===== src/rtl/btn_pkg.sv =====
// Shared definitions for the button command queue: direction indices and the
// opposite-direction helper used by the optional reverse filter (REVERSE_FILTER_EN).
package btn_pkg;

    localparam int unsigned DIR_UP    = 0;
    localparam int unsigned DIR_DOWN  = 1;
    localparam int unsigned DIR_LEFT  = 2;
    localparam int unsigned DIR_RIGHT = 3;

    // Channels pair as opposites (0/1, 2/3, ...).
    function automatic int unsigned opposite(input int unsigned ch);
        return ch ^ 32'd1;
    endfunction

endpackage


===== src/rtl/btn_cmd_queue_if.sv =====
// Button/command bus between the board-side driver and btn_cmd_queue.
interface btn_cmd_queue_if #(
    parameter int unsigned NUM_CH      = 4,
    parameter int unsigned QUEUE_DEPTH = 4
);
    localparam int unsigned CH_W  = $clog2(NUM_CH);
    localparam int unsigned CNT_W = $clog2(QUEUE_DEPTH + 1);

    logic [NUM_CH-1:0] Btn_raw;
    logic              Tick;
    logic [NUM_CH-1:0] Btn_level;
    logic [NUM_CH-1:0] Btn_pulse;
    logic              Cmd_valid;
    logic [CH_W-1:0]   Cmd_ch;
    logic [CNT_W-1:0]  Count;
    logic              Overflow;

    modport master (
        output Btn_raw, Tick,
        input  Btn_level, Btn_pulse, Cmd_valid, Cmd_ch, Count, Overflow
    );

    modport slave (
        input  Btn_raw, Tick,
        output Btn_level, Btn_pulse, Cmd_valid, Cmd_ch, Count, Overflow
    );
endinterface


===== src/rtl/btn_debounce.sv =====
// Single-channel 2-flop synchroniser, hold-time debounce counter and
// rising-edge pulse decode.
module btn_debounce #(
    parameter int unsigned DEBOUNCE_CYCLES = 500000
) (
    input  logic clk,
    input  logic rst_n,
    input  logic raw_i,
    output logic level_o,
    output logic pulse_o
);
    localparam int unsigned CNT_W = $clog2(DEBOUNCE_CYCLES);
    localparam logic [CNT_W-1:0] CNT_MAX = CNT_W'(DEBOUNCE_CYCLES - 1);

    logic             s1_q, s2_q;
    logic [CNT_W-1:0] cnt_q, cnt_d;
    logic             level_q, level_d;
    logic             level_prev_q;

    // Level only moves after s2 has disagreed for DEBOUNCE_CYCLES cycles.
    always_comb begin
        cnt_d   = cnt_q;
        level_d = level_q;
        if (s2_q == level_q) begin
            cnt_d = '0;
        end else if (cnt_q == CNT_MAX) begin
            level_d = s2_q;
            cnt_d   = '0;
        end else begin
            cnt_d = cnt_q + CNT_W'(1);
        end
    end

    always_ff @(posedge clk or negedge rst_n) begin
        if (!rst_n) begin
            s1_q         <= 1'b0;
            s2_q         <= 1'b0;
            cnt_q        <= '0;
            level_q      <= 1'b0;
            level_prev_q <= 1'b0;
        end else begin
            s1_q         <= raw_i;
            s2_q         <= s1_q;
            cnt_q        <= cnt_d;
            level_q      <= level_d;
            level_prev_q <= level_q;
        end
    end

    assign level_o = level_q;
    assign pulse_o = level_q & ~level_prev_q;

endmodule


===== src/rtl/btn_cmd_queue.sv =====
// Debounced button front end with a small press-event FIFO drained on game ticks.
// Optional opposite-direction rejection is enabled with REVERSE_FILTER_EN.
module btn_cmd_queue
    import btn_pkg::*;
#(
    parameter int unsigned NUM_CH          = 4,
    parameter int unsigned DEBOUNCE_CYCLES = 500000,
    parameter int unsigned QUEUE_DEPTH     = 4
) (
    input logic              Clk,
    input logic              Reset_n,
    btn_cmd_queue_if.slave   bus
);
    localparam int unsigned CH_W  = $clog2(NUM_CH);
    localparam int unsigned PTR_W = $clog2(QUEUE_DEPTH);
    localparam int unsigned CNT_W = $clog2(QUEUE_DEPTH + 1);

    logic [NUM_CH-1:0] level;
    logic [NUM_CH-1:0] pulse;

    for (genvar g = 0; g < NUM_CH; g++) begin : g_ch
        btn_debounce #(
            .DEBOUNCE_CYCLES(DEBOUNCE_CYCLES)
        ) u_db (
            .clk     (Clk),
            .rst_n   (Reset_n),
            .raw_i   (bus.Btn_raw[g]),
            .level_o (level[g]),
            .pulse_o (pulse[g])
        );
    end

    logic [CH_W-1:0]  mem_q [QUEUE_DEPTH];
    logic [PTR_W-1:0] wr_ptr_q, wr_ptr_d;
    logic [PTR_W-1:0] rd_ptr_q, rd_ptr_d;
    logic [CNT_W-1:0] count_q, count_d;
    logic             cmd_valid_q;
    logic [CH_W-1:0]  cmd_ch_q, cmd_ch_d;
    logic             overflow_q, overflow_d;

    logic [CH_W-1:0]  cand;
    logic             cand_vld;
    logic [CH_W-1:0]  tail;
    logic             non_empty, full;
    logic             dup, rev_drop, accept, push, pop;

`ifdef REVERSE_FILTER_EN
    logic [CH_W-1:0]  last_pop_q;
    logic [CH_W-1:0]  ref_ch;
`endif

    // Lowest-indexed pulsing channel wins; the rest are discarded.
    always_comb begin
        cand     = '0;
        cand_vld = 1'b0;
        for (int i = NUM_CH - 1; i >= 0; i--) begin
            if (pulse[i]) begin
                cand     = CH_W'(i);
                cand_vld = 1'b1;
            end
        end
    end

    always_comb begin
        non_empty  = (count_q != '0);
        full       = (count_q == CNT_W'(QUEUE_DEPTH));
        tail       = mem_q[wr_ptr_q - PTR_W'(1)];
        dup        = non_empty && (cand == tail);
`ifdef REVERSE_FILTER_EN
        ref_ch     = non_empty ? tail : last_pop_q;
        rev_drop   = (cand == CH_W'(opposite(32'(ref_ch))));
`else
        rev_drop   = 1'b0;
`endif
        accept     = cand_vld && !dup && !rev_drop;
        pop        = bus.Tick && non_empty;
        push       = accept && (!full || pop);
        overflow_d = overflow_q || (accept && full && !pop);

        wr_ptr_d = push ? wr_ptr_q + PTR_W'(1) : wr_ptr_q;
        rd_ptr_d = pop  ? rd_ptr_q + PTR_W'(1) : rd_ptr_q;

        count_d = count_q;
        unique case ({push, pop})
            2'b10:   count_d = count_q + CNT_W'(1);
            2'b01:   count_d = count_q - CNT_W'(1);
            default: count_d = count_q;
        endcase

        // Next head may be the entry being written this cycle.
        if (count_d == '0) begin
            cmd_ch_d = '0;
        end else if (push && (rd_ptr_d == wr_ptr_q)) begin
            cmd_ch_d = cand;
        end else begin
            cmd_ch_d = mem_q[rd_ptr_d];
        end
    end

    always_ff @(posedge Clk or negedge Reset_n) begin
        if (!Reset_n) begin
            for (int i = 0; i < QUEUE_DEPTH; i++) begin
                mem_q[i] <= '0;
            end
        end else if (push) begin
            mem_q[wr_ptr_q] <= cand;
        end
    end

    always_ff @(posedge Clk or negedge Reset_n) begin
        if (!Reset_n) begin
            wr_ptr_q    <= '0;
            rd_ptr_q    <= '0;
            count_q     <= '0;
            cmd_valid_q <= 1'b0;
            cmd_ch_q    <= '0;
            overflow_q  <= 1'b0;
        end else begin
            wr_ptr_q    <= wr_ptr_d;
            rd_ptr_q    <= rd_ptr_d;
            count_q     <= count_d;
            cmd_valid_q <= (count_d != '0);
            cmd_ch_q    <= cmd_ch_d;
            overflow_q  <= overflow_d;
        end
    end

`ifdef REVERSE_FILTER_EN
    // Direction reference used when the queue is empty.
    always_ff @(posedge Clk or negedge Reset_n) begin
        if (!Reset_n) begin
            last_pop_q <= CH_W'(DIR_RIGHT);
        end else if (pop) begin
            last_pop_q <= mem_q[rd_ptr_q];
        end
    end
`endif

    assign bus.Btn_level = level;
    assign bus.Btn_pulse = pulse;
    assign bus.Cmd_valid = cmd_valid_q;
    assign bus.Cmd_ch    = cmd_ch_q;
    assign bus.Count     = count_q;
    assign bus.Overflow  = overflow_q;

endmodule


===== src/flat_wrapper.sv =====
// flat-port wrapper written by rule: the top's interface ports become plain ports
module btn_cmd_queue_flat import btn_pkg::*;
#(
    parameter int unsigned NUM_CH          = 4,
    parameter int unsigned DEBOUNCE_CYCLES = 500000,
    parameter int unsigned QUEUE_DEPTH     = 4
)
  (Clk, Reset_n, bus_Btn_raw, bus_Tick, bus_Btn_level, bus_Btn_pulse, bus_Cmd_valid, bus_Cmd_ch, bus_Count, bus_Overflow);
  btn_cmd_queue_if #(.NUM_CH(NUM_CH), .QUEUE_DEPTH(QUEUE_DEPTH)) bus_i ();
  input logic Clk;
  input logic Reset_n;
  input wire logic [$bits(bus_i.Btn_raw)-1:0] bus_Btn_raw;
  input wire logic [$bits(bus_i.Tick)-1:0] bus_Tick;
  output wire logic [$bits(bus_i.Btn_level)-1:0] bus_Btn_level;
  output wire logic [$bits(bus_i.Btn_pulse)-1:0] bus_Btn_pulse;
  output wire logic [$bits(bus_i.Cmd_valid)-1:0] bus_Cmd_valid;
  output wire logic [$bits(bus_i.Cmd_ch)-1:0] bus_Cmd_ch;
  output wire logic [$bits(bus_i.Count)-1:0] bus_Count;
  output wire logic [$bits(bus_i.Overflow)-1:0] bus_Overflow;
  assign bus_i.Btn_raw = bus_Btn_raw;
  assign bus_i.Tick = bus_Tick;
  assign bus_Btn_level = bus_i.Btn_level;
  assign bus_Btn_pulse = bus_i.Btn_pulse;
  assign bus_Cmd_valid = bus_i.Cmd_valid;
  assign bus_Cmd_ch = bus_i.Cmd_ch;
  assign bus_Count = bus_i.Count;
  assign bus_Overflow = bus_i.Overflow;
  btn_cmd_queue #(.NUM_CH(NUM_CH), .DEBOUNCE_CYCLES(DEBOUNCE_CYCLES), .QUEUE_DEPTH(QUEUE_DEPTH)) u_core (.Clk(Clk), .Reset_n(Reset_n), .bus(bus_i));
endmodule

===== config.mk =====
export PLATFORM = sky130hd
export DESIGN_NAME = btn_cmd_queue_flat
export DESIGN_NICKNAME = d
export VERILOG_FILES = /design/src/rtl/btn_pkg.sv /design/src/rtl/btn_cmd_queue_if.sv /design/src/rtl/btn_debounce.sv /design/src/rtl/btn_cmd_queue.sv /design/src/flat_wrapper.sv
export SDC_FILE = /design/constraint.sdc
export NUM_CORES = 1
export LEC_CHECK = 0
export BUFFER_PORTS_ARGS = -buffer_cell sky130_fd_sc_hd__buf_2
export CAP_MARGIN = 20
export CORE_MARGIN = 8
export CORE_UTILIZATION = 60
export CTS_CLUSTER_DIAMETER = 150
export DETAILED_ROUTE_END_ITERATION = 10
export GPL_TIMING_DRIVEN = 0
export PLACE_DENSITY = 0.82
export SYNTH_ARGS = -nofsm -noshare
export SYNTH_HDL_FRONTEND = slang
export SYNTH_SLANG_ARGS = --single-unit

===== constraint.sdc =====
create_clock -name Clk -period 5.25 [get_ports Clk]
set_input_delay 1.05 -clock Clk [delete_from_list [all_inputs] [get_ports Clk]]
set_output_delay 1.05 -clock Clk [all_outputs]
set_load 0.1 [all_outputs]

==> impl_metrics.yaml <==
placed_design:
  port_buffers: 21
  dp_hpwl_um: 6770
  gp_congestion: 0.825
  place_area_mm2: 0.00559
cells_and_area:
  nets: 555
  area_delta_synth_final_pct: 8.70
  fin_area_mm2: 0.00579
  n_fill_cell: 663
  drive_above_1_share_pct: 14.2
  multi_input_area_mm2: 0.00236
  ff_latch_area_mm2: 0.00278
  num_antenna_cells: 0
clock_tree:
  cts_inserted_buffers: 9
  cts_root_buf: "clkbuf_8"
  clock_sinks: 111
  cts_hold_buffers: 0
  clock_path_buffers: 2
  clock_latency_ns: 0.37
  cts_tree: "done"
  cts_resized: 0
  post_cts.repair.setup_buffers: 0
  cts_max_level: 3
  clkSlewWorstSetupHoldPaths_ns: 0.10
logic_synthesis:
  syn_inst: 505
  ys_ff_latch: 111
  yosys_warnings: 0
  yosysTopAreaCell: "dfrtp_1"
  syn_area_per_cell_um2: 10.5
  syn_nets: 522
  syn-cell-area_mm2: 0.00532
  synth.area.top_cells: "dfrtp_1 (52%), nor2_1 (6.9%), xor2_1 (6.9%)"
  synth_top_area_share_pct: 52.2
  yosysSeqAreaShare_pct: 52.2
  yosys.cell_types.count: 45
grt:
  grt_max_degree: 71
  grt_first_pass_wirelength_um: 16500
  antenna_found_initial: 0
  grt_use_total_pct: 17.1
  grt_pass1_vias: 3566
  grt-ovfl-total: 0
drt:
  drtIter0Drc: 149
  via_count: 3558
  antenna_left: 0
  drc: 0
  first_pass_iters: 4
  wirelength_um: 9640
  detail_route.vias_per_cell: 5.47
  wl_per_cell_um: 14.8
worst_setup_path:
  endpoint_kind: "flop"
  slowest_stage: "dfrtp_1"
  setup.worst_path.start_class: "flop"
  worstSetupPathType: "reg2reg"
  max_stage_delay_ns: 0.56
  cp_cell_sequence: "inv_1 > ha_1 > mux4_2 > nand2b_1 > a211oi_2 > a211oi_2 > buf_6 > and2_1 > inv_1 > ha_1 > inv_1 > fa_1 > mux2i_1 > or2_2 > nor2_1 > inv_1 > a41o_1"
  cpMostUsedCell: "inv_1"
  cp.arrival_ns: 4.31
  required_ns: 5.52
  path_max_fanout: 10
floorplanning:
  placementRows: 34
  start_util_pct: 61.3
  die_height_um: 110
  die-area_mm2: 0.0121
  die_x_um: 110
  coreArea_mm2: 0.00868
  ios: 22
timing:
  fin_setup_tns_ns: 0
  slew_viol_final: 0
  worstMarginPinSlew_ns: 0.668
  relSlewSlack_pct: 55.1
  finalHoldViolations: 0
  period_share_pct: 77.0
  post-route-min-period_ns: 4.04
  grt_setup_unrepaired: "no"
  max_freq_ghz: 0.247
  clock_skew_ns: 0.0130
  setup_viol: 0
power_and_ir_drop:
  switching_share_pct: 31.5
  p_leak_nw: 2.65
  power_frac_comb_pct: 18.1
  seq_power_share_pct: 53.4
  p_int_mw: 1.19
  clkPwrFrac_pct: 28.5
  peakVddDrop_uv: 229
  p_per_area_mw_per_mm2: 301
  p_sw_uw: 547
flow_run:
  drv_cap: 0
outcome:
  status: "complete, no violations"
hold_path:
  hp-class: "reg2reg"
[layout make-up]
type	instances	share of cell area, %
buffer	18	1.97
clock buffer	13	2.92
clock inverter	3	0.411
inverter	19	1.23
multi-input combinational	357	40.8
sequential	111	48.0
tap	108	2.34
timing repair buffer	22	2.34
[cells by family after synthesis]
family / count (synthesis) / share of synthesized area [%]
and+or+nand+nor: 233 / 21.8
DFF: 111 / 52.2
xor gates and xnor gates: 79 / 13.1
buffers and inverters: 37 / 3.48
muxes: 21 / 4.75
AOI/OAI and AO/OA: 14 / 2.14
adders and majority gates: 10 / 2.49
[stage by stage]
step	std cells	power, mW	setup WS [ns]	utilization, %	hold WS, ns
final	651	1.74	1.21	66.7	0.362
after global routing	651	1.81	0.966	66.7	0.372
after CTS	651	1.75	1.23	66.7	0.361
after detailed placement	635	1.26	1.26	64.4	0.337
after global placement	634	1.25	1.35	64.1	0.332
after floorplan	505	1.19	1.61	-	0.331
[state kept, by name, summed over array words and instances, names as in the netlist]
| name | cells |
|---|---|
| u_core.g_ch.u_db.cnt_q | 76 |
| u_core.mem_q | 8 |
| u_core.g_ch.u_db.level_o | 4 |
| u_core.g_ch.u_db.level_prev_q | 4 |
| u_core.g_ch.u_db.s1_q | 4 |
| u_core.g_ch.u_db.s2_q | 4 |
| u_core.bus.Count | 3 |
| u_core.bus.Cmd_ch | 2 |
| u_core.rd_ptr_q | 2 |
| u_core.wr_ptr_q | 2 |
| u_core.bus.Cmd_valid | 1 |
| u_core.bus.Overflow | 1 |
[Yosys cell counts (all sizes together)]
library cell  number
a311oi             1
o21ai              2
a21oi              2
or3                1
nor4b              5
or4                1
nand2b             4
nor2              98
and4               9
nand2             27
a41o               2
mux2              14
xnor2             37
dfrtp            111
inv               19
nor3b              1
xor2              42
clkbuf             2
nand4             14
or2                5
a211oi             4
o31a               1
nand3             33
fa                 1
mux4               2
a21o               1
nand4b             1
nor4               5
or4b               3
and2               5
nor2b              4
mux2i              5
and3               8
nor3               8
ha                 9
nand3b             1
o311ai             1
buf               16
[power groups by stage]
| stage | clock [mW] | sequential [mW] | combinational [mW] |
|---|---|---|---|
| floorplan | 0 | 1.04 | 0.147 |
| global placement | 0 | 0.944 | 0.301 |
| detailed placement | 0 | 0.946 | 0.315 |
| CTS | 0.506 | 0.929 | 0.317 |
| global route | 0.538 | 0.935 | 0.337 |
| finish | 0.496 | 0.929 | 0.314 |
[critical path: cells and delay by family, from the launching register on]
family                   cells  cell delay, ns
multiplexers                 2            0.44
AO/OA/AOI/OAI                3            0.55
buffers and inverters        5            0.55
AND/OR/NAND/NOR              4            0.83
adder cells (fa/ha/maj)      3            1.02
flip-flops                   1            0.56
[worst paths after layout]
path                                                          endpoint  cells after the start  slack, ns                          startpoint
worst max-delay path                    u_core.bus.Cmd_ch[1]$_DFF_PN0_                     17       1.21      u_core.wr_ptr_q[0]$_DFFE_PN0P_
worst min-delay path                u_core.g_ch[3].u_db.s2_q$_DFF_PN0_                      0       0.36  u_core.g_ch[3].u_db.s1_q$_DFF_PN0_
worst max register to register          u_core.bus.Cmd_ch[1]$_DFF_PN0_                     17       1.21      u_core.wr_ptr_q[0]$_DFFE_PN0P_
worst min register to register      u_core.g_ch[3].u_db.s2_q$_DFF_PN0_                      0       0.36  u_core.g_ch[3].u_db.s1_q$_DFF_PN0_
max in group asynchronous       u_core.g_ch[3].u_db.cnt_q[2]$_DFF_PN0_                      2       3.86                             Reset_n
min in group asynchronous       u_core.g_ch[1].u_db.cnt_q[7]$_DFF_PN0_                      1       0.66                             Reset_n
[routing by layer]
metal	part of all wire, %	up-vias	track usage [%]
li1	-	1741	-
met1	46	1760	22.3
met2	49	50	28.3
met3	4.3	7	4.24
met4	0.68	0	3.71
met5	0	-	0
[placed cells by master, fill, tap and decap left out, types with 4 or more instances in the layout]
cell type  count
nand4_1       14
buf_2         27
xor2_1        42
nor2_1        98
nand2_1       27
nand2b_1       4
nor4b_1        5
or2_2          5
nor2b_1        4
buf_4          9
ha_1           9
xnor2_1       36
inv_1         19
mux2_1         6
nor3_1         8
clkbuf_8      12
mux2_2         8
dfrtp_1      111
nor4_1         5
and2_1         5
and3_1         8
mux2i_1        5
nand3_1       30
and4_1         9
Note: power is estimated with default switching activity, not from simulation.
